[config.mk]
export PLATFORM = sky130hd
export DESIGN_NAME = snake_head_ctl
export DESIGN_NICKNAME = d
export VERILOG_FILES = /design/src/rtl/snake_head_ctl.sv
export SDC_FILE = /design/constraint.sdc
export NUM_CORES = 1
export LEC_CHECK = 0
export ABC_AREA = 1
export CELL_PAD_IN_SITES_DETAIL_PLACEMENT = 1
export CELL_PAD_IN_SITES_GLOBAL_PLACEMENT = 2
export CORE_MARGIN = 2
export CORE_UTILIZATION = 32
export CTS_BUF_LIST = sky130_fd_sc_hd__clkbuf_16
export CTS_CLUSTER_DIAMETER = 60
export DETAILED_ROUTE_END_ITERATION = 10
export PLACE_DENSITY = 0.8
export SYNTH_ARGS = -nofsm -noshare
export SYNTH_HDL_FRONTEND = slang
export SYNTH_SLANG_ARGS = --single-unit
[constraint.sdc]
create_clock -name pclk -period 2.4 [get_ports pclk]
set_clock_uncertainty 0.1 [all_clocks]
set_input_delay 0.24 -clock pclk [delete_from_list [all_inputs] [get_ports pclk]]
set_output_delay 0.24 -clock pclk [all_outputs]
set_load 0.01 [all_outputs]
[src/rtl/snake_head_ctl.sv]
// Snake-head position controller: turns button requests into a committed direction
// and steps the head one grid cell every FRAMES_PER_MOVE frames, wrapping at screen edges.
module snake_head_ctl #(
    parameter int STEP            = 16,
    parameter int FRAMES_PER_MOVE = 8,
    parameter int X_MAX           = 976,
    parameter int Y_MAX           = 704,
    parameter int X_INIT          = 480,
    parameter int Y_INIT          = 352
) (
    input  logic        pclk,
    input  logic        rst,
    input  logic        vblnk,
    input  logic        btn_up,
    input  logic        btn_down,
    input  logic        btn_left,
    input  logic        btn_right,
    input  logic        start,
    input  logic        pause,
    output logic [11:0] xpos,
    output logic [11:0] ypos,
    output logic [1:0]  dir,
    output logic        move_tick,
    output logic        running
);

    typedef enum logic [1:0] {
        IDLE  = 2'd0,
        RUN   = 2'd1,
        PAUSE = 2'd2
    } state_t;

    localparam logic [1:0]  DIR_RIGHT = 2'd0;
    localparam logic [1:0]  DIR_DOWN  = 2'd1;
    localparam logic [1:0]  DIR_LEFT  = 2'd2;
    localparam logic [1:0]  DIR_UP    = 2'd3;

    localparam logic [11:0] STEP_W    = 12'(STEP);
    localparam logic [11:0] X_MAX_W   = 12'(X_MAX);
    localparam logic [11:0] Y_MAX_W   = 12'(Y_MAX);
    localparam logic [11:0] X_INIT_W  = 12'(X_INIT);
    localparam logic [11:0] Y_INIT_W  = 12'(Y_INIT);
    localparam logic [7:0]  CNT_LAST  = 8'(FRAMES_PER_MOVE - 1);

    state_t      state;
    logic [3:0]  btn_s1;
    logic [3:0]  btn_s2;
    logic        vblnk_q;
    logic        start_q;
    logic [7:0]  frame_cnt;
    logic [1:0]  pend_dir;

    logic        frame_tick;
    logic        start_rise;
    logic        move_now;
    logic        req_valid;
    logic [1:0]  req_dir;
    logic [1:0]  dir_eff;
    logic [11:0] next_x;
    logic [11:0] next_y;

    assign frame_tick = vblnk & ~vblnk_q;
    assign start_rise = start & ~start_q;
    assign move_now   = (state == RUN) && !start_rise && !pause && frame_tick
                        && (frame_cnt == CNT_LAST);

    // Reversal is judged against the direction that will be committed after this
    // edge, so a request arriving on the move cycle cannot sneak in a 180-degree turn.
    assign dir_eff    = move_now ? pend_dir : dir;

    always_comb begin
        req_valid = |btn_s2;
        req_dir   = DIR_RIGHT;
        if (btn_s2[3])      req_dir = DIR_UP;
        else if (btn_s2[2]) req_dir = DIR_DOWN;
        else if (btn_s2[1]) req_dir = DIR_LEFT;
    end

    always_comb begin
        next_x = xpos;
        next_y = ypos;
        case (pend_dir)
            DIR_RIGHT: next_x = (xpos == X_MAX_W) ? 12'd0   : xpos + STEP_W;
            DIR_LEFT:  next_x = (xpos == 12'd0)   ? X_MAX_W : xpos - STEP_W;
            DIR_DOWN:  next_y = (ypos == Y_MAX_W) ? 12'd0   : ypos + STEP_W;
            default:   next_y = (ypos == 12'd0)   ? Y_MAX_W : ypos - STEP_W;
        endcase
    end

    // NOTE: all state below uses non-blocking assignments so every register samples
    // pre-edge values; later assignments in the block intentionally override earlier ones.
    always_ff @(posedge pclk or negedge rst) begin
        if (!rst) begin
            state     <= IDLE;
            btn_s1    <= 4'd0;
            btn_s2    <= 4'd0;
            vblnk_q   <= 1'b0;
            start_q   <= 1'b0;
            frame_cnt <= 8'd0;
            pend_dir  <= DIR_RIGHT;
            dir       <= DIR_RIGHT;
            xpos      <= X_INIT_W;
            ypos      <= Y_INIT_W;
            move_tick <= 1'b0;
            running   <= 1'b0;
        end else begin
            btn_s1    <= {btn_up, btn_down, btn_left, btn_right};
            btn_s2    <= btn_s1;
            vblnk_q   <= vblnk;
            start_q   <= start;
            move_tick <= 1'b0;
            running   <= (state == RUN);

            if (req_valid && (req_dir != (dir_eff ^ 2'b10)))
                pend_dir <= req_dir;

            case (state)
                IDLE: begin
                    if (start) begin
                        state     <= RUN;
                        frame_cnt <= 8'd0;
                    end
                end
                RUN, PAUSE: begin
                    if (start_rise) begin
                        state     <= RUN;
                        frame_cnt <= 8'd0;
                        pend_dir  <= DIR_RIGHT;
                        dir       <= DIR_RIGHT;
                        xpos      <= X_INIT_W;
                        ypos      <= Y_INIT_W;
                    end else if (state == PAUSE) begin
                        if (!pause) state <= RUN;
                    end else if (pause) begin
                        state <= PAUSE;
                    end else if (frame_tick) begin
                        if (move_now) begin
                            frame_cnt <= 8'd0;
                            dir       <= pend_dir;
                            xpos      <= next_x;
                            ypos      <= next_y;
                            move_tick <= 1'b1;
                        end else begin
                            frame_cnt <= frame_cnt + 8'd1;
                        end
                    end
                end
                default: state <= IDLE;
            endcase
        end
    end

endmodule

==> results of run 1 <==
## sequential cells by signal (all words and copies together) (netlist names)
name,cells
ypos,8
xpos,8
move_tick,1
pend_dir,2
vblnk_q,1
dir,2
btn_s2,4
state,2
start_q,1
frame_cnt,8
running,1
btn_s1,4
## worst max-delay path: cells and delay by family, from the launching register on
family	cells	cell delay (ns)
AO/OA/AOI/OAI	4	0.59
AND/OR/NAND/NOR	2	0.31
buffers and inverters	2	0.23
adder cells (fa/ha/maj)	1	0.36
flip-flops	1	0.38
## worst max-delay path by stage
stage / depth (start not counted) / from / to
after global routing: 9 / state[0] / frame_cnt[6]
after CTS: 9 / state[0] / frame_cnt[6]
after floorplan: 8 / state[0] / frame_cnt[6]
final: 9 / state[1] / frame_cnt[6]
after detailed placement: 8 / start / frame_cnt[6]
after global placement: 10 / start / ypos[5]
## per-layer routing
metal / share of wire, % / vias to the layer above / GRT usage, %
li1: - / 1283 / -
met1: 47 / 1209 / 20.6
met2: 50 / 25 / 27.4
met3: 2.3 / 5 / 2.34
met4: 0.71 / 0 / 2.85
met5: 0 / - / 0
## timing repair
action / CTS / global route
resized for setup: 0 / 0
hold buffers: 1 / 0
hold endpoints to repair: 35 / 0
## kinds of logic after synthesis
group	synth area share (%)
fa+ha+maj	5.25
simple gates	30.2
xor+xnor	3.67
buf+inv	10.0
other cells	0.131
flops	37.0
compound gates	13.7
## cells in the mapped netlist, types with 3 or more instances
cell and n:
inv_2 3, nand2_1 71, a21oi_1 13, nor2_1 45, dfstp_2 7, nand4_1 4, xor2_1 12, inv_1 54
nand3_1 30, nor3_1 9, nor2_4 3, nand2_4 3, dfrtp_1 35, a22oi_1 4, ha_1 12, nor2_2 7
o21ai_0 15, o21ai_1 4, buf_4 9, o22ai_1 5, nand2_2 6, a31oi_1 3
## power breakdown
part	internal, mW	leakage (nW)	switching, mW
Clock	0.392	0.0704	0.314
Combinational	0.496	0.988	0.851
Sequential	0.845	0.523	0.147
## through the flow
stage | setup WS, ns | cell area, sq um | util, %
6_report | 0.327 | 3390 | 39.1
4_1_cts | 0.315 | 3390 | 39.1
2_1_floorplan | 0.598 | 2890 | -
3_5_place_dp | 0.269 | 3230 | 37.3
5_1_grt | 0.133 | 3390 | 39.1
3_3_place_gp | 0.359 | 3230 | 37.3
## final cells by class
| type | count | share of cell area (%) |
|---|---|---|
| multi-input combinational | 275 | 45.4 |
| sequential | 42 | 31.2 |
| timing repair buffer | 30 | 8.63 |
| inverter | 57 | 6.31 |
| tap | 108 | 3.98 |
| clock buffer | 5 | 3.69 |
| clock inverter | 3 | 0.737 |
==> metrics.md, run 1 <==
| Metric | Value |
|---|---|
| Status | `finished, final reports clean` |
| Via count | `2,522` |
| ANT cells | `0` |
| Area delta synth->final | `18.6%` |
| H-tree lvl count | `2` |
| Sink Count | `42` |
| Worst slew pin tran | `0.594 ns` |
| Worst EP required | `2.47 ns` |
| Routed wire length | `7310 um` |
| Worst path slowest cell | `dfrtp_1` |
| Root Buffer | `clkbuf_16` |
| Rows | `34` |
| First drt pass iteration count | `5` |
| Flop-to-flop setup slack | `0.33 ns` |
| Max Slew Vio Count | `0` |
| Power Density | `897 mW/mm^2` |
| CTS tree | `built` |
| Layout net count | `432` |
| CTS Buf Count | `5` |
| Post-Synthesis Cell Area | `0.00286 sq mm` |
| Capture point of the worst reg-to-reg path | `frame_cnt[6]` |
| Power Total | `3.04 mW` |
| Port Buffers | `28` |
| Detailed Route Iter0 Violations | `49` |
| Vias/cell | `4.85` |
| Area leader, netlist | `dfrtp_1` |
| Crit-path cells | `inv_1, ha_1, inv_1, nor2_2, a21oi_2, a21oi_4, nand2_1, o22ai_2, a21boi_1` |
| Worst-path clk slew | `0.07 ns` |
| Fin cells | `520` |
| Clk_lat worst skew | `0.29 ns` |
| Area contributors post-synth | `dfrtp_1, nand2_1, inv_1` |
| WS Path Type | `register to register` |
| Total gr overflow | `0` |
| Main synth FF type | `dfrtp_1` |
| Max IR drop VDD | `0.511 mV` |
| Most frequent cells in the layout | `nand2_1, inv_1, nor2_1, dfrtp_1, nand3_1` |
| Max stage delay on crit path | `0.38 ns` |
| CORE AREA | `0.00868 sq mm` |
| Count of final setup violators | `0` |
| Unrepaired setup endpoints after global routing | `false` |
| Die Y | `98.6 um` |
| Antenna violations before repair | `0` |
| Post-Syn Instances | `377` |
| Hold EP | `btn_s2[0]` |
| Vias in the first global route | `2,673` |
| Initial core utilization | `33.0%` |
| Sum of negative setup slack | `0 ns` |
| Max_cap viols | `0` |
| Fin crit period | `2.07 ns` |
| Hold Violations, Final | `0` |
| Maximum number of pins on one net before global-route repair | `43` |
| Post-synth top area share | `30.6%` |
| Drt wl/cell | `14.1 um` |
| Post-CTS setup buffers | `0` |
| FILL cells | `1,106` |
| Register area share after synthesis | `37.0%` |
| Hold Crit Class | `register to register` |
| Synth unique cells | `41` |
| Worst Hold Depth | `0` |
| Yosys warns | `0` |
| Die area | `0.00972 sq mm` |
| Syn Area/Cell | `7.59 sq um` |
| Cell repeated most along the worst path | `inv_1` |
| Clock Path Buffers | `2` |
| FF/Latch Area | `0.00106 sq mm` |
| Top Ports | `37` |
| Fraction of registers with async set/reset | `100%` |
| Critical Path AT | `2.15 ns` |
| Static Leak | `1.58 nW` |
| Relative slew margins | `60.4%` |
| CP Launch Type | `register` |
| Total Routing Usage GR | `15.6%` |
| Drc violations | `0` |
| Post-synth EDFFs | `0` |
| Gpl congestion | `0.795` |
| Most common cell after layout, fill and taps aside | `nand2_1` |
| Crit Path Max Fanout | `10` |
| Share of layout cells above drive strength 1 | `11.4%` |
| Achievable clock frequency | `0.482 GHz` |
| Die X | `98.6 um` |
| Remaining antenna violation count | `0` |
| #FFs+latches synth | `42` |
| Reg2reg start | `state[1]` |
| Crit. End Element | `register` |
| First-pass GRT wire length | `12,700 um` |
| Dpl cells | `511` |
| Tcrit/Tclk final | `86.4%` |
| Multi-input gate area | `0.00154 sq mm` |
| Hold Path Origin | `btn_s1[0]` |
| FF-to-FF path depth | `9` |
| Hpwl dp | `5620 um` |
| WHS | `0.251 ns` |
Power figures use the tool's default switching activity.
==> run 2: changes to the inputs <==
--- a/config.mk
+++ b/config.mk
@@ -13,6 +13,7 @@
 export CTS_BUF_LIST = sky130_fd_sc_hd__clkbuf_16
 export CTS_CLUSTER_DIAMETER = 60
 export DETAILED_ROUTE_END_ITERATION = 10
+export MAX_ROUTING_LAYER = met4
 export PLACE_DENSITY = 0.8
 export SYNTH_ARGS = -nofsm -noshare
 export SYNTH_HDL_FRONTEND = slang
==> metrics.md, run 2 (synthesis gave the netlist of run 1 again) <==
| Metric | Value |
|---|---|
| Status | `finished, final reports clean` |
| Hold Crit Class | `register to register` |
| Reg2reg start | `state[1]` |
| Gpl congestion | `0.806` |
| Met1 Track Usage GR | `20.8%` |
| Total gr overflow | `0` |
| Area delta synth->final | `18.6%` |
| Drc violations | `0` |
| Max IR drop VDD | `0.512 mV` |
| FF/Latch Area | `0.00106 sq mm` |
| Hold Path Origin | `btn_s1[0]` |
| Initial core utilization | `33.0%` |
| Power Density | `898 mW/mm^2` |
| Setup ws final | `0.322 ns` |
| Fin crit period | `2.08 ns` |
| Sink Count | `42` |
| Detailed Route Iter0 Violations | `48` |
| Clk_lat worst skew | `0.29 ns` |
| Met3 Use GR | `2.20%` |
| Sum of negative setup slack | `0 ns` |
| Relative slew margins | `60.9%` |
| CP Buf/Inv Count | `2` |
| Most common cell after layout, fill and taps aside | `nand2_1` |
| Layout net count | `432` |
| Clock Path Buffers | `2` |
| Root Buffer | `clkbuf_16` |
| Antenna violations before repair | `0` |
| ANT cells | `0` |
| Hold Violations, Final | `0` |
| CORE AREA | `0.00868 sq mm` |
| Capture point of the worst reg-to-reg path | `frame_cnt[6]` |
| Static Leak | `1.58 nW` |
| Worst path slowest cell | `dfrtp_1` |
| GR peak layer | `met2` |
| Worst Hold Depth | `0` |
| Hold EP | `btn_s2[0]` |
| Largest regs | `frame_cnt x8, xpos x8, ypos x8` |
| Most frequent cells in the layout | `nand2_1, inv_1, nor2_1, dfrtp_1, nand3_1` |
| DP Worst Slack | `0.269 ns` |
| Crit-path cells | `inv_1, ha_1, inv_1, nor2_2, a21oi_2, a21oi_4, nand2_1, o22ai_2, a21boi_1` |
| First drt pass iteration count | `4` |
| Top Ports | `37` |
| Met2 Resource Use GR | `27.3%` |
| Port Buffers | `28` |
| Tcrit/Tclk final | `86.6%` |
| Cell repeated most along the worst path | `inv_1` |
| Vias in the first global route | `2,667` |
| Worst path top cell family by delay | `compound AO/OA/AOI/OAI gates` |
| Maximum number of pins on one net before global-route repair | `43` |
| Die X | `98.6 um` |
| FILL cells | `1,106` |
| First-pass GRT wire length | `12,700 um` |
| Critical Path AT | `2.15 ns` |
| Remaining antenna violation count | `0` |
| Share of layout cells above drive strength 1 | `11.4%` |
| Drt wl/cell | `14.0 um` |
| Vias/cell | `4.84` |
| H-tree lvl count | `2` |
| FF-to-FF path depth | `9` |
| Die area | `0.00972 sq mm` |
| Unrepaired setup endpoints after global routing | `false` |
| CTS tree | `built` |
| Multi-input gate area | `0.00154 sq mm` |
| Die Y | `98.6 um` |
| WS Path Type | `register to register` |
| Max Slew Vio Count | `0` |
| CTS Buf Count | `5` |
| Count of final setup violators | `0` |
| CP Launch Type | `register` |
| Routed wire length | `7280 um` |
| Crit Path Max Fanout | `10` |
| Hpwl dp | `5620 um` |
| Achievable clock frequency | `0.481 GHz` |
| Rows | `34` |
| Crit. End Element | `register` |
| Worst-path clk slew | `0.07 ns` |
| Via count | `2,519` |
| Max_cap viols | `0` |
| Worst EP required | `2.47 ns` |
| CTS hold repair buffers | `1` |
| Post-CTS setup buffers | `0` |
| Total Routing Usage GR | `16.1%` |
| Max stage delay on crit path | `0.38 ns` |
| Worst slew pin tran | `0.587 ns` |
| Post-CTS sizing | `0` |
| Flop-to-flop setup slack | `0.32 ns` |
-- run 2: cell counts in the layout (fill, tap and decap cells not counted) --
No cell type changed its count.
-- run 2: metal layers --
metal,vias to the layer above,routed length [um],part of all wire (%)
li1,1282,-,-
met1,1209,3480,48
met2,23,3610,50
met3,5,139,1.9
met4,0,52,0.71
met5,-,0,0
-- run 2: worst max path at each step --
stage,startpoint,endpoint,slack [ns],cells past startpoint
final,state[1],frame_cnt[6],0.32,9
after CTS,state[0],frame_cnt[6],0.32,9
after global routing,state[0],frame_cnt[6],0.13,9
after global placement,start,ypos[5],0.36,10
after floorplan,state[0],frame_cnt[6],0.60,8
after detailed placement,start,frame_cnt[6],0.27,8
-- run 2: power breakdown --
part           switching (mW)  internal, mW  leakage (nW)  total [mW]
Sequential              0.147         0.845         0.523       0.993
Clock                   0.315         0.392        0.0704       0.707
Combinational           0.852         0.496         0.988        1.35
Total                    1.31          1.73          1.58        3.05
-- run 2: area by class of cell --
class | instances | share of cell area, %
clock buffer | 5 | 3.69
clock inverter | 3 | 0.737
inverter | 57 | 6.31
multi-input combinational | 275 | 45.4
sequential | 42 | 31.2
tap | 108 | 3.98
timing repair buffer | 30 | 8.63
-- run 2: worst register-to-register path: cells and delay by family, from the launching register on --
kind / cells / cell delay (ns)
flops: 1 / 0.38
compound gates: 4 / 0.59
simple gates: 2 / 0.31
buf+inv: 2 / 0.23
fa+ha+maj: 1 / 0.36
-- run 2: stage by stage --
stage                     area [sq um]  std cells  utilization, %  hold slack (ns)  power (mW)
final                             3390        520            39.1            0.250        3.05
after floorplan                   2890        384               -           -0.156        1.95
after detailed placement          3230        511            37.3            0.237        2.36
after global routing              3390        520            39.1            0.265        3.30
after CTS                         3390        520            39.1            0.254        3.09
after global placement            3230        511            37.3            0.235        2.35
